**config.mk**
```make
export PLATFORM = sky130hd
export DESIGN_NAME = max11046_emulator
export DESIGN_NICKNAME = d
export VERILOG_FILES = /design/src/rtl/max11046_pkg.sv /design/src/rtl/max11046_emulator_strobe_sync.sv /design/src/rtl/max11046_emulator.sv
export SDC_FILE = /design/constraint.sdc
export NUM_CORES = 1
export LEC_CHECK = 0
export BUFFER_PORTS_ARGS = -buffer_cell sky130_fd_sc_hd__clkbuf_2
export CORE_AREA = 2 2 89 91
export DETAILED_ROUTE_END_ITERATION = 10
export DIE_AREA = 0 0 91 93
export PLACE_DENSITY = 0.67
export SYNTH_ARGS = -nofsm -noshare
export SYNTH_HDL_FRONTEND = slang
export SYNTH_SLANG_ARGS = --single-unit
```
**constraint.sdc**
```tcl
create_clock -name clock -period 2.2 [get_ports clock]
set_clock_uncertainty 0.2 [all_clocks]
set_input_delay 0 -clock clock [delete_from_list [all_inputs] [get_ports clock]]
set_output_delay 0 -clock clock [all_outputs]
set_load 0.02 [all_outputs]
```
**src/rtl/max11046_pkg.sv**
```systemverilog
// Shared types and field positions for the MAX11046 device-side emulator.
// Imported by the strobe synchronizer and the top level.
package max11046_pkg;

  typedef enum logic [1:0] {
    IDLE,
    CONV,
    READY
  } state_e;

  localparam int NUM_CH_MAX = 8;
  localparam int CH_MSB     = 15;
  localparam int CH_LSB     = 13;
  localparam int CFG_TWOS   = 0;

  // Self-identifying sample: channel in the top bits, frame below.
  function automatic logic [15:0] data_word(
    input logic [2:0]  ch,
    input logic [15:0] frame,
    input logic        twos
  );
    logic [15:0] w;
    w = {ch, frame[CH_LSB-1:0]};
    w[CH_MSB] = w[CH_MSB] ^ twos;
    return w;
  endfunction

endpackage

```
**src/rtl/max11046_emulator_strobe_sync.sv**
```systemverilog
// Multi-flop synchronizer with a one-flop edge detector for one strobe.
// Resets to the idle-high level so reset release never looks like an edge.
module strobe_sync #(
  parameter int DEPTH = 2
) (
  input  logic clock,
  input  logic rst,
  input  logic din,
  output logic sync,
  output logic rise,
  output logic fall
);

  logic [DEPTH-1:0] chain_q;
  logic             prev_q;

  always_ff @(posedge clock) begin
    if (rst) begin
      chain_q <= '1;
      prev_q  <= 1'b1;
    end else begin
      chain_q <= {chain_q[DEPTH-2:0], din};
      prev_q  <= chain_q[DEPTH-1];
    end
  end

  assign sync = chain_q[DEPTH-1];
  assign rise = sync & ~prev_q;
  assign fall = ~sync & prev_q;

endmodule

```
**src/rtl/max11046_emulator.sv**
```systemverilog
// Device-side MAX11046 model: answers CONVST/CS/RD/WR with EOC and
// per-channel words {ch_idx, frame_cnt[12:0]} for controller loopback.
module max11046_emulator
  import max11046_pkg::*;
#(
  parameter int NUM_CH      = 8,
  parameter int CONV_CYCLES = 399,
  parameter int SYNC_STAGES = 2
) (
  input  logic        clock,
  input  logic        rst,
  input  logic        convst_n,
  input  logic        cs_n,
  input  logic        rd_n,
  input  logic        wr_n,
  input  logic [15:0] db_in,
  output logic [15:0] db_out,
  output logic        db_oe,
  output logic        eoc_n,
  output logic        busy,
  output logic [15:0] cfg,
  output logic [15:0] frame_cnt
);

  localparam int CW = $clog2(CONV_CYCLES + 1);
  localparam logic [CW-1:0] CNT_LOAD = CW'(CONV_CYCLES - 1);
  localparam logic [2:0]    LAST_CH  = 3'(NUM_CH - 1);

  if (NUM_CH < 1 || NUM_CH > NUM_CH_MAX) begin : g_bad_num_ch
    $error("NUM_CH must be 1..8");
  end
  if (SYNC_STAGES < 2) begin : g_bad_sync
    $error("SYNC_STAGES must be at least 2");
  end
  if (CONV_CYCLES < 1) begin : g_bad_conv
    $error("CONV_CYCLES must be at least 1");
  end

  logic s_convst_n, conv_rise, conv_fall;
  logic s_cs_n, cs_rise, cs_fall;
  logic s_rd_n, rd_rise, rd_fall;
  logic s_wr_n, wr_rise, wr_fall;

  strobe_sync #(.DEPTH(SYNC_STAGES)) u_sync_convst (
    .clock(clock), .rst(rst), .din(convst_n),
    .sync(s_convst_n), .rise(conv_rise), .fall(conv_fall)
  );
  strobe_sync #(.DEPTH(SYNC_STAGES)) u_sync_cs (
    .clock(clock), .rst(rst), .din(cs_n),
    .sync(s_cs_n), .rise(cs_rise), .fall(cs_fall)
  );
  strobe_sync #(.DEPTH(SYNC_STAGES)) u_sync_rd (
    .clock(clock), .rst(rst), .din(rd_n),
    .sync(s_rd_n), .rise(rd_rise), .fall(rd_fall)
  );
  strobe_sync #(.DEPTH(SYNC_STAGES)) u_sync_wr (
    .clock(clock), .rst(rst), .din(wr_n),
    .sync(s_wr_n), .rise(wr_rise), .fall(wr_fall)
  );

  logic unused_edges;
  assign unused_edges = &{1'b0, s_convst_n, conv_fall,
                          cs_rise, cs_fall, wr_fall};

  state_e        state_q, state_d;
  logic [CW-1:0] cnt_q, cnt_d;
  logic [2:0]    ch_q, ch_d;
  logic          eoc_q, eoc_d;
  logic          busy_q, busy_d;
  logic [15:0]   frame_q, frame_d;
  logic [15:0]   cfg_q, cfg_d;
  logic          oe_d;
  logic          rd_ok;
  logic          s_wr_n_low;

  assign s_wr_n_low = ~s_wr_n;
  // An active write blocks read decoding as well as the output driver.
  assign rd_ok = ~s_cs_n & ~s_wr_n_low;

  always_comb begin
    state_d = state_q;
    cnt_d   = cnt_q;
    ch_d    = ch_q;
    eoc_d   = eoc_q;
    busy_d  = busy_q;
    frame_d = frame_q;
    cfg_d   = cfg_q;
    oe_d    = ~s_cs_n & ~s_rd_n & ~s_wr_n_low;

    unique case (state_q)
      IDLE: begin
        if (conv_rise) begin
          state_d = CONV;
          cnt_d   = CNT_LOAD;
          busy_d  = 1'b1;
        end
      end
      CONV: begin
        if (cnt_q == '0) begin
          state_d = READY;
          eoc_d   = 1'b0;
          busy_d  = 1'b0;
          ch_d    = 3'd0;
          frame_d = frame_q + 16'd1;
        end else begin
          cnt_d = cnt_q - CW'(1);
        end
      end
      READY: begin
        if (conv_rise) begin
          state_d = CONV;
          cnt_d   = CNT_LOAD;
          busy_d  = 1'b1;
          eoc_d   = 1'b1;
          ch_d    = 3'd0;
        end else begin
          if (rd_ok && rd_fall) eoc_d = 1'b1;
          if (rd_ok && rd_rise) begin
            if (ch_q == LAST_CH) begin
              ch_d    = 3'd0;
              state_d = IDLE;
            end else begin
              ch_d = ch_q + 3'd1;
            end
          end
        end
      end
      default: state_d = IDLE;
    endcase

    if (wr_rise && !s_cs_n) cfg_d = db_in;
  end

  always_ff @(posedge clock) begin
    if (rst) begin
      state_q <= IDLE;
      cnt_q   <= '0;
      ch_q    <= 3'd0;
      eoc_q   <= 1'b1;
      busy_q  <= 1'b0;
      frame_q <= 16'd0;
      cfg_q   <= 16'd0;
      db_oe   <= 1'b0;
      db_out  <= 16'd0;
    end else begin
      state_q <= state_d;
      cnt_q   <= cnt_d;
      ch_q    <= ch_d;
      eoc_q   <= eoc_d;
      busy_q  <= busy_d;
      frame_q <= frame_d;
      cfg_q   <= cfg_d;
      db_oe   <= oe_d;
      db_out  <= data_word(ch_q, frame_q, cfg_q[CFG_TWOS]);
    end
  end

  assign eoc_n     = eoc_q;
  assign busy      = busy_q;
  assign cfg       = cfg_q;
  assign frame_cnt = frame_q;

endmodule

```
# Yosys cells after proc, flatten, opt, wreduce, memory -nomap -nowiden

Cells that the tools add are included.

Bitwise gates (word level): 13
Equality and inequality tests: 10
Reductions and logical operators: 15
$add $sub $neg: 3
Muxes and demuxes: 20

Operator list:

| operator              | number |
|---|---|
| $mux 9                | 2 |
| $pmux 9 s2            | 1 |
| $add 16x1->16 const B | 1 |
| $mux 3                | 4 |
| $reduce_and 3->1      | 4 |
| $mux 2                | 5 |
| $logic_not 9->1       | 1 |
| $ne 3x3->1 const B    | 3 |
| $sub 9x1->9 const B   | 1 |
| $and 1x1->1           | 7 |
| $ne 2x2->1 const B    | 3 |
| $pmux 2 s3            | 1 |
| $pmux 3 s2            | 1 |
| $not 1->1             | 5 |
| $mux 1                | 4 |
| $pmux 1 s2            | 2 |
| $reduce_and 4->1      | 1 |
| $reduce_bool 2->1     | 2 |
| $add 3x1->3 const B   | 1 |
| $eq 3x3->1 const B    | 1 |
| $logic_and 1x1->1     | 3 |
| $eq 2x1->1 const B    | 1 |
| $eq 2x2->1 const B    | 1 |
| $logic_not 2->1       | 1 |
| 5 further kinds       | 5 |

Output and inout port bits: 51
Logic and storage cells: 77
Input port bits: 22
Register bits after elaboration: 76

# Longest topological paths before layout

Depth after elaboration: 6
Depth in mapped cells: 7
Mapped depth without buffers: 6

# Modules after synthesis

A second synthesis with hierarchy kept.

Cell total of the unflattened synthesis: 323
Area total of the unflattened synthesis: 2996.6 um^2

By module, submodules not included:

| module            | sequential area each (um^2) | instances | area each (um^2) | cells an instance |
|---|---|---|---|---|
| max11046_emulator | 1301.2                      | 1         | 2626.3           | 291 |
| strobe_sync       | 60.1                        | 4         | 92.6             | 8 |

# Worst setup path before layout

OpenSTA, ideal clock, no wires.

Path type: reg-to-reg
Start point: register cnt_q[0]
End point: register ch_q[0]
Slack: 0.297 ns
Cell stages (with the launch flop): 7
Required time: 1.877 ns
Buffers on the path: 0
Setup time: 0.123 ns
Clock period less this slack: 1.903 ns
Arrival: 1.580 ns
Cell sequence: dfxtp_1 inv_1 ha_1 nor4b_1 nand3_1 nand2_1 mux2_1

Cells in the longest elaborated chain, start to end: 3

Ends and longest elaborated chain:

| element                           | RTL line                 | source |
|---|---|---|
| start: declaration                | max11046_emulator.sv:66  | `logic [CW-1:0] cnt_q, cnt_d;` |
| start signal: assignment          | max11046_emulator.sv:147 | `cnt_q <= cnt_d;` |
| $logic_not 9->1                   | max11046_emulator.sv:99  | `if (cnt_q == '0) begin` |
| $ne 2x2->1 (no source line)       | --                       |  |
| $reduce_and 3->1 (no source line) | --                       |  |
| end signal: assignment            | max11046_emulator.sv:148 | `ch_q <= ch_d;` |
| end: declaration                  | max11046_emulator.sv:67  | `logic [2:0] ch_q, ch_d;` |

No other way between the ends.
A chain may end at the register's enable or synchronous reset.

# Final worst setup path

Start point: register cnt_q[0]
End point: register cnt_q[1]

Cells in the longest elaborated chain, start to end: 3
Elaborated cells on any way between the ends: 6
Classes of those cells: add/sub: 1; eq/ne: 1; mux: 2; reduce/logical: 2

Ends and longest elaborated chain:

| element                                               | RTL line |
|---|---|
| $sub 9x1->9 / $logic_not 9->1 (equally long branches) | max11046_emulator.sv:106, max11046_emulator.sv:99 |
| $mux 9 / $ne 2x2->1 (equally long branches)           | -- |
| $pmux 9 s2 / $reduce_and 3->1 (equally long branches) | -- |

Parallel ways exist; a longest one is shown, timed or not. The select of a mux whose other input is x is not followed.

==> flow_summary_export.csv <==
group,metric,value,unit
sta,setup_viol,0,
critical_path,critical_path_arrival,2.12,ns
yosys,synth_top_flop_cell,"dfxtp_1",
pwr,p_clk_frac,0.460,
yosys,synth_top_family_by_area,"simple AND/OR/NAND/NOR gates",
critical_path,crit_required,2.26,ns
sta,period_share,0.936,
pwr,switchingPower,0.609,mW
yosys,syn-num-nets,336,
yosys,synth_mux_area_frac,0.0182,
yosys,synthAdderAreaFrac,0.0173,
pwr,p_comb_frac,0.051,
routing,drc_errors,0,
critical_path,end_kind,"flop",
yosys,netlist_area,0.00289,sq mm
finish,finalNonFillerCells,528,
yosys,synthDistinctLibCells,48,
finish,fin_area,0.00401,sq mm
yosys,synth-compound-area-share,0.134,
finish,n_antenna_cell,0,
grt,antenna_found_initial,0,
sta,period_minus_slack,2.06,ns
die,die_h,93,um
finish,nFillCells,732,
routing,antenna_left,0,
critical_path,crit_type,"flop to flop",
pwr,p_int,2.26,mW
placed_design,dp_hpwl,4010,um
job,maxCapViolations,0,
finish,post-route-util,0.533,
yosys,synth_edf_count,0,
yosys,ys_ff_latch,76,
routing,drt-initial-drc-count,91,
clock_network,cts_tree,"yes",
clock_network,cts-htree-levels,3,
sta,slew_headroom,0.627,
placed_design,io_buffers,72,
placed_design,place_area,0.00338,sq mm
grt,grt_usage,0.157,
yosys,synth_cells,310,
clock_network,clock_latency,0.34,ns
clock_network,cts_buffers,9,
sta,clock.fmax,485,MHz
die,core_area,0.00753,sq mm
grt,overflow,0,
grt,grt_start_max_net_pins,74,
yosys,async_flop_share,0,
die,start_util,0.384,
routing,wire_per_inst,12.1,um
die,num_rows,32,
clock_network,clkSinkCount,76,
sta,final_hold_viol_count,0,
yosys,post_synth.cell_area_avg,9.32,sq um
routing,dr.pass1.iters,4,
sta,tightest_slew,0.558,ns
placed_design,place.gp.congestion,0.807,
yosys,yosys.area_share.simple,0.261,
grt,grt_pass1_wl,10800,um
pwr,pwr-share-seq,0.489,
pwr,ir_drop,0.000458,V
pwr,power.density,717,mW/mm^2
finish,drive_gt1_frac,0.270,
routing,num_vias,2523,
clock_network,cts_root_buf,"clkbuf_8",
grt,grt_pass1_vias,2460,
sta,final_max_slew_viol_count,0,
critical_path,max_stage_delay,0.51,ns
clock_network,cts_buffer_depth,2,
run_status,outcome,"finished, final reports clean",
sta,tns,0,ns
sta,rsz0062_at_grt,"no",
yosys,synth-xor-area-share,0.0152,
finish,layout-area-overhead-vs-synth,38.7,%
yosys,yosysSeqAreaShare,0.526,
hold_path,hold_class,"input port to flop",
die,dieArea,0.00846,sq mm
die,fp.dieW,91,um
finish,fin_nets,447,
clock_network,clk_pin_slew_worst_paths,0.08,ns
critical_path,start_kind,"flop",
pwr,leakagePower,1.69,nW
placed_design,dp.cells,475,
pwr,netSwitchingFraction,0.212,
critical_path,cp_slowest_cell,"o41ai_4",
routing,vias_per_cell,4.78,
critical_path,worstPathCellList,"inv_1, ha_1, or2b_4, o41ai_4, nor2_1, a311oi_1",
die,ioPinCount,73,
routing,routed_wl,6400,um
critical_path,regToRegSetupSlack,0.14,ns
critical_path,path_max_fanout,9,
yosys,yosys_warnings,0,
sta,fin_hold_ws,0.183,ns
layout make-up:
| type | instances | area, sq um | area share |
|---|---|---|---|
| sequential | 76 | 1520 | 0.379 |
| timing repair buffer | 116 | 796 | 0.198 |
| multi-input combinational | 214 | 1300 | 0.323 |
| tap | 102 | 128 | 0.0318 |
| inverter | 4 | 15.0 | 0.00374 |
| clock buffer | 10 | 138 | 0.0343 |
| clock inverter | 6 | 116 | 0.0290 |
cells by family (layout without fill, tap and decap cells):
family / Yosys count / count (layout)
buffers and inverters: 20 / 136
AND/OR/NAND/NOR: 136 / 136
AO/OA/AOI/OAI: 64 / 64
adder cells (fa/ha/maj): 4 / 4
flip-flops: 76 / 76
XOR/XNOR: 5 / 5
multiplexers: 5 / 5
cell usage in the layout, fill, tap and decap left out, types with 2 or more instances in the layout:
cell           instances
nand2b_1               4
xnor2_1                2
o21ai_1               12
bufinv_16              3
inv_6                  3
nor3b_1                2
nor2b_1               18
or2_2                 14
clkbuf_2              72
o21ai_0                2
and2_1                 3
and4_1                 2
nor3_1                 2
a21oi_1               35
nand4_1                6
nor2_1                14
mux2i_1                3
clkbuf_8              10
buf_4                  6
nand2_1               41
ha_1                   4
a211oi_1               2
xor2_1                 3
inv_1                  4
dlygate4sd3_1         37
or3_1                 13
nand3_1                6
o31ai_1                2
dfxtp_1               76
mux2_1                 2
power groups by stage:
stage,Sequential [mW],Clock [mW],Combinational [mW]
final,1.40,1.32,0.146
after global routing,1.41,1.41,0.160
after CTS,1.40,1.36,0.144
after detailed placement,1.44,0,0.112
after global placement,1.44,0,0.111
after floorplan,1.44,0,0.0704
stage by stage:
step | setup WS (ns) | power (mW)
after floorplan | 0.297 | 1.51
after global placement | 0.239 | 1.55
after detailed placement | 0.181 | 1.55
after CTS | 0.150 | 2.91
after global routing | 0.0274 | 2.98
final | 0.140 | 2.87
worst max-delay path: cells and delay by family (launching register included):
family	cells	cell delay, ns
flops	1	0.34
buf+inv	1	0.07
compound gates	2	0.75
fa+ha+maj	1	0.21
simple gates	2	0.41
what timing repair did:
action | CTS | global route
endpoints found under the setup margin | 0 | 1
resized for setup | 0 | 1
endpoints found under the hold margin | 60 | 0
hold buffers | 37 | 0
buffers inserted | 0 | 0
sequential cells by signal (all words and copies together) (netlist names):
register	count
ch_q	3
cnt_q	9
u_sync_convst.prev_q	1
u_sync_convst.chain_q	2
u_sync_wr.chain_q	2
u_sync_wr.prev_q	1
frame_cnt	16
u_sync_rd.prev_q	1
state_q	2
u_sync_cs.chain_q	2
busy	1
u_sync_rd.chain_q	2
eoc_n	1
db_out	16
cfg	16
db_oe	1
worst paths after layout:
path	startpoint	endpoint	cells after the start
worst min-delay path	convst_n	u_sync_convst.chain_q[0]	3
worst max register to register	cnt_q[0]	cnt_q[1]	6
worst max-delay path	cnt_q[0]	cnt_q[1]	6
worst min register to register	u_sync_wr.chain_q[0]	u_sync_wr.chain_q[1]	1
cell usage after synthesis, types with 3 or more instances:
cell | n | area (sq um)
mux2i_1 | 3 | 30.0
inv_1 | 4 | 15.0
buf_2 | 3 | 15.0
a21oi_1 | 35 | 175
ha_1 | 4 | 50.1
xor2_1 | 3 | 26.3
and2_1 | 3 | 18.8
or2_2 | 14 | 87.6
nand2_1 | 41 | 154
nor2_1 | 14 | 52.6
o21ai_1 | 12 | 60.1
nand3_1 | 6 | 30.0
nand2b_1 | 4 | 25.0
nand4_1 | 6 | 37.5
clkbuf_1 | 12 | 45.0
dfxtp_1 | 76 | 1520
or3_1 | 13 | 81.3
nor2b_1 | 18 | 113
per-layer routing:
| metal | global-route usage | vias up | routed length [um] |
|---|---|---|---|
| met5 | 0 | - | 0 |
| met4 | 0.0795 | 0 | 153 |
| met2 | 0.260 | 61 | 3090 |
| met1 | 0.183 | 1143 | 2820 |
| li1 | - | 1301 | - |
| met3 | 0.0492 | 18 | 331 |
Power figures use the tool's default switching activity.
